===== src/rtl/tree_pkg.sv =====
// Shared definitions for the tree classifier inter-level pipeline stage.
// Holds default datapath widths and the per-lane skid-buffer state encoding.
package tree_pkg;

    localparam int unsigned DEF_PACKET_WIDTH = 104;
    localparam int unsigned DEF_NODE_WIDTH   = 40;
    localparam int unsigned DEF_LANES        = 2;
    localparam int unsigned DEF_CNT_WIDTH    = 16;

    // EMPTY: nothing held; BUSY: main entry valid; FULL: main and skid valid.
    typedef enum logic [1:0] {
        ST_EMPTY = 2'd0,
        ST_BUSY  = 2'd1,
        ST_FULL  = 2'd2
    } lane_state_e;

endpackage


===== src/rtl/tree_lane_skid.sv =====
// One lane of the tree stage: a 2-entry skid buffer with valid/ready handshake,
// synchronous flush and an accepted-transfer counter.
module tree_lane_skid
    import tree_pkg::*;
#(
    parameter int unsigned PACKET_WIDTH = DEF_PACKET_WIDTH,
    parameter int unsigned NODE_WIDTH   = DEF_NODE_WIDTH,
    parameter int unsigned CNT_WIDTH    = DEF_CNT_WIDTH
) (
    input  logic                    clk,
    input  logic                    RSTn,
    input  logic                    flush_i,
    input  logic                    cnt_clr_i,
    input  logic [PACKET_WIDTH-1:0] packet_i,
    input  logic [NODE_WIDTH-1:0]   node_i,
    input  logic                    matched_i,
    input  logic                    valid_i,
    output logic                    ready_o,
    output logic [PACKET_WIDTH-1:0] packet_o,
    output logic [NODE_WIDTH-1:0]   node_o,
    output logic                    matched_o,
    output logic                    valid_o,
    input  logic                    ready_i,
    output logic [CNT_WIDTH-1:0]    acc_cnt_o
);

    localparam int unsigned DW = PACKET_WIDTH + NODE_WIDTH + 1;

    lane_state_e          state_q, state_d;
    logic [DW-1:0]        main_q, main_d;
    logic [DW-1:0]        skid_q, skid_d;
    logic [CNT_WIDTH-1:0] cnt_q, cnt_d;

    logic [DW-1:0] in_word;
    logic          accept;
    logic          emit;
    logic          accept_cnt;

    assign in_word = {packet_i, node_i, matched_i};

    // Handshake outputs come straight from the state register.
    assign ready_o = (state_q != ST_FULL);
    assign valid_o = (state_q != ST_EMPTY);

    assign accept     = valid_i && ready_o;
    assign emit       = valid_o && ready_i;
    assign accept_cnt = accept && !flush_i;

    always_comb begin
        state_d = state_q;
        main_d  = main_q;
        skid_d  = skid_q;

        unique case (state_q)
            ST_EMPTY: begin
                if (accept) begin
                    main_d  = in_word;
                    state_d = ST_BUSY;
                end
            end
            ST_BUSY: begin
                if (accept && emit) begin
                    main_d = in_word;
                end else if (accept) begin
                    skid_d  = in_word;
                    state_d = ST_FULL;
                end else if (emit) begin
                    state_d = ST_EMPTY;
                end
            end
            ST_FULL: begin
                if (emit) begin
                    main_d  = skid_q;
                    state_d = ST_BUSY;
                end
            end
            default: state_d = ST_EMPTY;
        endcase

        // Flush wins over everything; data registers keep their contents.
        if (flush_i) begin
            state_d = ST_EMPTY;
            main_d  = main_q;
            skid_d  = skid_q;
        end
    end

    always_comb begin
        if (cnt_clr_i) begin
            cnt_d = CNT_WIDTH'(accept_cnt);
        end else begin
            cnt_d = cnt_q + CNT_WIDTH'(accept_cnt);
        end
    end

    always_ff @(posedge clk or negedge RSTn) begin
        if (!RSTn) begin
            state_q <= ST_EMPTY;
            main_q  <= '0;
            skid_q  <= '0;
            cnt_q   <= '0;
        end else begin
            state_q <= state_d;
            main_q  <= main_d;
            skid_q  <= skid_d;
            cnt_q   <= cnt_d;
        end
    end

    assign {packet_o, node_o, matched_o} = main_q;
    assign acc_cnt_o = cnt_q;

endmodule


===== src/rtl/tree_stage_skid_reg.sv =====
// Inter-level pipeline stage of the tree classifier: LANES independent skid
// lanes carrying {packet header, node word, matched flag} from level k to k+1.
module tree_stage_skid_reg
    import tree_pkg::*;
#(
    parameter int unsigned PACKET_WIDTH = DEF_PACKET_WIDTH,
    parameter int unsigned NODE_WIDTH   = DEF_NODE_WIDTH,
    parameter int unsigned LANES        = DEF_LANES,
    parameter int unsigned CNT_WIDTH    = DEF_CNT_WIDTH
) (
    input  logic                          clk,
    input  logic                          RSTn,
    input  logic                          flush,
    input  logic                          cnt_clr,
    input  logic [LANES*PACKET_WIDTH-1:0] packet_in,
    input  logic [LANES*NODE_WIDTH-1:0]   node_in,
    input  logic [LANES-1:0]              matched_in,
    input  logic [LANES-1:0]              valid_in,
    output logic [LANES-1:0]              ready_out,
    output logic [LANES*PACKET_WIDTH-1:0] packet_out,
    output logic [LANES*NODE_WIDTH-1:0]   node_out,
    output logic [LANES-1:0]              matched_out,
    output logic [LANES-1:0]              valid_out,
    input  logic [LANES-1:0]              ready_in,
    output logic [LANES*CNT_WIDTH-1:0]    acc_cnt
);

    for (genvar i = 0; i < LANES; i++) begin : g_lane
        tree_lane_skid #(
            .PACKET_WIDTH (PACKET_WIDTH),
            .NODE_WIDTH   (NODE_WIDTH),
            .CNT_WIDTH    (CNT_WIDTH)
        ) u_lane (
            .clk       (clk),
            .RSTn      (RSTn),
            .flush_i   (flush),
            .cnt_clr_i (cnt_clr),
            .packet_i  (packet_in[i*PACKET_WIDTH +: PACKET_WIDTH]),
            .node_i    (node_in[i*NODE_WIDTH +: NODE_WIDTH]),
            .matched_i (matched_in[i]),
            .valid_i   (valid_in[i]),
            .ready_o   (ready_out[i]),
            .packet_o  (packet_out[i*PACKET_WIDTH +: PACKET_WIDTH]),
            .node_o    (node_out[i*NODE_WIDTH +: NODE_WIDTH]),
            .matched_o (matched_out[i]),
            .valid_o   (valid_out[i]),
            .ready_i   (ready_in[i]),
            .acc_cnt_o (acc_cnt[i*CNT_WIDTH +: CNT_WIDTH])
        );
    end

endmodule

===== config.mk =====
export PLATFORM = sky130hd
export DESIGN_NAME = tree_stage_skid_reg
export DESIGN_NICKNAME = d
export VERILOG_FILES = /design/src/rtl/tree_pkg.sv /design/src/rtl/tree_lane_skid.sv /design/src/rtl/tree_stage_skid_reg.sv
export SDC_FILE = /design/constraint.sdc
export NUM_CORES = 1
export LEC_CHECK = 0
export ABC_CLOCK_PERIOD_IN_PS = 4600
export BUFFER_PORTS_ARGS = -buffer_cell sky130_fd_sc_hd__buf_2
export CORE_AREA = 3 3 239 241
export CTS_CLUSTER_DIAMETER = 40
export DETAILED_ROUTE_END_ITERATION = 8
export DIE_AREA = 0 0 242 244
export HOLD_SLACK_MARGIN = 0.06
export PLACE_DENSITY = 0.74
export SLEW_MARGIN = 20
export SYNTH_ARGS = -nofsm -noshare
export SYNTH_HDL_FRONTEND = slang
export SYNTH_SLANG_ARGS = --single-unit
export TNS_END_PERCENT = 50

===== constraint.sdc =====
create_clock -name clk -period 4.6 [get_ports clk]
set_input_delay 0.46 -clock clk [delete_from_list [all_inputs] [get_ports clk]]
set_output_delay 0.46 -clock clk [all_outputs]
set_load 0.1 [all_outputs]

* Yosys cells after proc, flatten, opt, wreduce, memory -nomap -nowiden
Index checks and enable logic that the tools add are counted.
Cells by class: $add $sub $neg 2, equality and inequality tests 20, mux-type cells 24, bitwise gates (word level) 3, reduce and logical (&&, ||, !) cells 21
Operators with widths (count):
- 2-to-1 mux 145 bit | 6
- case mux 145 bit (3 select lines) | 2
- adder 16 x 1 -> 16 bit | 2
- 2-to-1 mux 16 bit | 2
- 2-to-1 mux 2 bit | 12
- AND reduction 4 bit | 4
- != test 2 x 1 -> 1 bit, second input constant | 6
- != test 3 x 2 -> 1 bit, second input constant | 4
- case mux 2 bit (3 select lines) | 2
- AND reduction 5 bit | 2
- logical AND 1 bit | 8
- != test 4 x 2 -> 1 bit, second input constant | 2
- != test 3 bit, second input constant | 2
- nonzero test 3 bit | 2
- == test 2 x 1 -> 1 bit, second input constant | 2
- == test 2 bit, second input constant | 2
- logical NOT 2 bit | 2
- != test 2 bit, second input constant | 2
- nonzero test 2 bit | 2
- NOT 1 bit | 3
- logical NOT 1 bit | 1
Word-level totals: register bits after elaboration 616, bits of input ports 298, output and inout port bits 326, logic and storage cells 78

* Depth between registers and ports, before layout
depth in word-level cells 7, gate-level depth with buffers 8, mapped depth without buffers 7

* By module
Synthesis repeated with hierarchy kept, for this count alone.
Unflattened totals: cell total of the unflattened synthesis 2360, area, all modules 26910.8 µm²
Modules (own cells, without submodules):
- tree_lane_skid | instances 2, cells an instance 1180, area each 13455.4 µm², seq. area each 7707.4 µm²

* Least setup slack after synthesis
Ideal clock, no wire load.
path kind register to register, start point reg g_lane[0].u_lane.cnt_q[0], end point reg g_lane[0].u_lane.cnt_q[14], library setup time 0.132 ns, data arrival time 2.076 ns, required time 4.468 ns, slack 2.393 ns, stages on the path, launching flop included 6, path buffers 0, clock period less this slack 2.207 ns, cells stage by stage dfrtp_1 ha_1 nand4_1 nor4_1 xnor2_1 nor2_1
Between the ends: word-level cells in the longest chain between the ends 2
Ends and longest elaborated chain:
- start, declared | line tree_lane_skid.sv:32 | logic [CNT_WIDTH-1:0] cnt_q, cnt_d;
- start signal, assigned | line tree_lane_skid.sv:106 | cnt_q <= cnt_d;
- adder 16 x 1 -> 16 bit | line tree_lane_skid.sv:92 | cnt_d = cnt_q + CNT_WIDTH'(accept_cnt);
- 2-to-1 mux 16 bit | line tree_lane_skid.sv:89 | if (cnt_clr_i) begin
- net g_lane[0].u_lane.cnt_d[14] | line tree_lane_skid.sv:32
The timed path passes the listed nets, and every way through them passes these cells. A chain may end at the register's enable or synchronous reset.

* Worst setup path in the final report
start point reg g_lane[1].u_lane.state_q[0], end point reg g_lane[1].u_lane.main_q[87]
Between the ends: word-level cells in the longest chain between the ends 5, elaborated cells between the ends (all ways) 14, classes of those cells 6 x eq/ne; 1 x mux; 7 x reduce/logical
Ends and longest elaborated chain:
- start, declared | line tree_lane_skid.sv:29 | lane_state_e state_q, state_d;
- start signal, assigned | line tree_lane_skid.sv:103 | state_q <= state_d;
- != test 2 bit / nonzero test 2 bit (equally long branches) | line tree_lane_skid.sv:42, tree_lane_skid.sv:43
- logical AND 1 bit, on equally long branches | line tree_lane_skid.sv:45, tree_lane_skid.sv:46
- logical AND 1 bit | line tree_lane_skid.sv:62 | if (accept && emit) begin
- != test 2 x 1 -> 1 bit (no line)
- AND reduction 5 bit (no line)
- end signal, assigned | line tree_lane_skid.sv:104 | main_q <= main_d;
- end, declared | line tree_lane_skid.sv:30 | logic [DW-1:0] main_q, main_d;
Parallel ways exist; a longest one is shown, timed or not.

==> results_dict.tcl <==
set metrics [dict create \
    status "finished, final reports clean" \
    finalHoldViolations 0 \
    clk_pin_slew_ns 0.05 \
    numCtsBuffers 92 \
    ir_drop_v 0.000416 \
    grt_start_max_net_pins 116 \
    start_util 0.494 \
    synth-seq-cells 616 \
    setup_viol 0 \
    critPathKind "reg -> reg" \
    io_pins 624 \
    crit_start "g_lane[1].u_lane.state_q[0]" \
    cts_buffer_depth 3 \
    synth_edf_count 0 \
    wl_per_cell_um 20.1 \
    vias 21098 \
    dr.pass1.iters 5 \
    cp_max_fo 79 \
    synth_compound_area_frac 0.00474 \
    worst_pin_slew_ns 0.951 \
    cts_tree "built" \
    crit_arrival_ns 3.78 \
    synth_cell_types 35 \
    synthSimpleGateAreaFrac 0.137 \
    core_area_um2 55100 \
    synthFlopType "dfrtp_1" \
    grt_pass1_wl_um 128000 \
    hold_path_class "in -> reg" \
    place_hpwl_um 51000 \
    synth_top_family_by_area "multiplexers" \
    antenna_found_initial 12 \
    detail-route-antenna-nets 0 \
    area_growth_pct 33.4 \
    power.density_nw_per_um2 598 \
    fin_skew_ns 0.0203 \
    yosysMostFrequentCell "nand2_1" \
    yosys_warnings 0 \
    cts_max_level 3 \
    critPathRequiredTime_ns 5.11 \
    maxSlewHeadroom 0.366 \
    vias_per_cell 5.26 \
    cp-start-kind "flip-flop" \
    track_usage 0.270 \
    end_kind "flip-flop" \
    die-area_um2 59000 \
    drtIter0Drc 1251 \
    synth_common_cells "879 x nand2_1, 616 x dfrtp_1, 482 x mux2_2" \
    fin_nets 3474 \
    r2r-start "g_lane[1].u_lane.state_q[0]" \
    synthXorXnorAreaFrac 0.00708 \
    rows 86 \
    avgSynthCellArea_um2 11.5 \
    postCtsSetupRepairBufs 0 \
    clock_latency_ns 0.63 \
    endpoint "g_lane[1].u_lane.main_q[87]" \
    cts_resized 0 \
    setup_tns_ns 0 \
    final.setup.worst_slack_ns 1.33 \
    synth_top_area_cell "dfrtp_1" \
    cts.sinks 616 \
    grt_pass1_vias 22790 \
    fin_crit_sh 0.711 \
    syn_area_um2 27200 \
    drt-total-wl_um 80400 \
    cts-root-buf "clkbuf_16" \
    syn_nets 2659 \
    fin_crit_ns 3.27 \
    synth.area.mux_share 0.255 \
    seq_area_frac_synth 0.567 \
    r2r-end "g_lane[1].u_lane.main_q[87]" \
    die_height_um 244 \
    reg2reg_slack_ns 1.33 \
    timing.fmax_mhz 306 \
    synthAdderAreaFrac 0.00184 \
    cts_hold_buf 211 \
    fillers 3837 \
    slew_viol_final 0 \
    port_buffers 623 \
    maxCapViolCount 0 \
    overflow 0 \
    fp.dieW_um 242 \
    synth_top_area_share 0.567 \
    drc 0 \
    ys_async_sr_fraction 1.00 \
    drive_gt1_frac 0.434 \
    gp_congestion 0.878 \
    rsz0062_at_grt "no" \
    leakage_nw 18.1 \
    syn-instance-count 2357 \
    place_ws_ns 1.41 \
    synth_area_leaders "dfrtp_1 57%, mux2_2 20%, nand2_1 12%" \
    reg2regPathDepth 5 \
]
## worst min path at each step
stage,from,end,cells past startpoint
after floorplan,RSTn,g_lane[0].u_lane.acc_cnt_o[0],0
after global placement,g_lane[1].u_lane.skid_q[104],g_lane[1].u_lane.skid_q[104],1
after detailed placement,g_lane[1].u_lane.main_q[100],g_lane[1].u_lane.main_q[100],1
after CTS,node_in[28],g_lane[0].u_lane.skid_q[29],2
after global routing,packet_in[9],g_lane[0].u_lane.skid_q[50],2
final,packet_in[126],g_lane[1].u_lane.skid_q[63],2
## registers in the layout (all words and copies together) (netlist names)
name	count
g_lane.u_lane.state_q	4
g_lane.u_lane.main_q	290
g_lane.u_lane.skid_q	290
g_lane.u_lane.acc_cnt_o	32
## through the flow
step / instances / util / instance area (um2) / hold slack [ns] / total power (W)
2_1_floorplan: 2357 / - / 27200 / 0.164 / 0.0129
3_3_place_gp: 3615 / 0.562 / 31000 / 0.486 / 0.0142
3_5_place_dp: 3615 / 0.562 / 31000 / 0.490 / 0.0144
4_1_cts: 3999 / 0.659 / 36300 / 0.0603 / 0.0218
5_1_grt: 4005 / 0.659 / 36300 / 0.0651 / 0.0224
6_report: 4008 / 0.659 / 36300 / 0.0939 / 0.0217
## worst max-delay path, stage by stage, from the launching register on
cell     delay [ns]
dfrtp_1        0.47
nor2b_4        0.65
o21ai_1        0.29
a21oi_4        0.78
buf_12         0.44
mux2_2         0.42
## layer usage
metal / share of wire / wire, um / track usage
met5: 0.00068 / 55 / 0
met1: 0.38 / 30400 / 0.317
met3: 0.068 / 5470 / 0.0714
met2: 0.50 / 39900 / 0.457
met4: 0.057 / 4580 / 0.144
## power breakdown
group	total [W]	switching [W]	internal (W)
clock	0.00713	0.00275	0.00438
combinational	0.00713	0.00535	0.00178
sequential	0.00744	0.000734	0.00671
total	0.0217	0.00883	0.0129
## final cells by class
type,instances,area [um2],share of cell area
antenna,9,22.5,0.000620
clock buffer,110,2510,0.0692
multi-input combinational,1596,11100,0.306
clock inverter,63,699,0.0193
sequential,616,15400,0.425
inverter,6,30.0,0.000827
timing repair buffer,860,5570,0.154
tap,748,936,0.0258
## cell usage in the layout, fill, tap and decap left out, types with 3 or more instances in the layout
cell type,instances
nand2_1,879
nor4_1,4
clkbuf_8,12
clkinv_4,11
inv_1,4
dfrtp_1,616
dlygate4sd3_1,211
and3_1,3
inv_6,16
buf_2,622
or3_1,7
xnor2_1,14
ha_1,4
xor2_1,8
mux2_2,482
diode_2,9
clkinv_2,12
nor2_1,29
o21ai_0,6
mux2_4,100
clkinvlp_4,14
nand3_1,10
clkbuf_16,93
buf_12,11
a21oi_1,8
nor3_1,6
buf_4,15
nand4_1,9
clkbuf_1,5
bufinv_16,7
## cells by family after synthesis
kind of cell    count (synthesis)
compound gates                 23
xor+xnor                       22
buf+inv                       145
mux                           584
flops                         616
simple gates                  963
fa+ha+maj                       4
No activity file was read; power rests on OpenSTA's default activity.
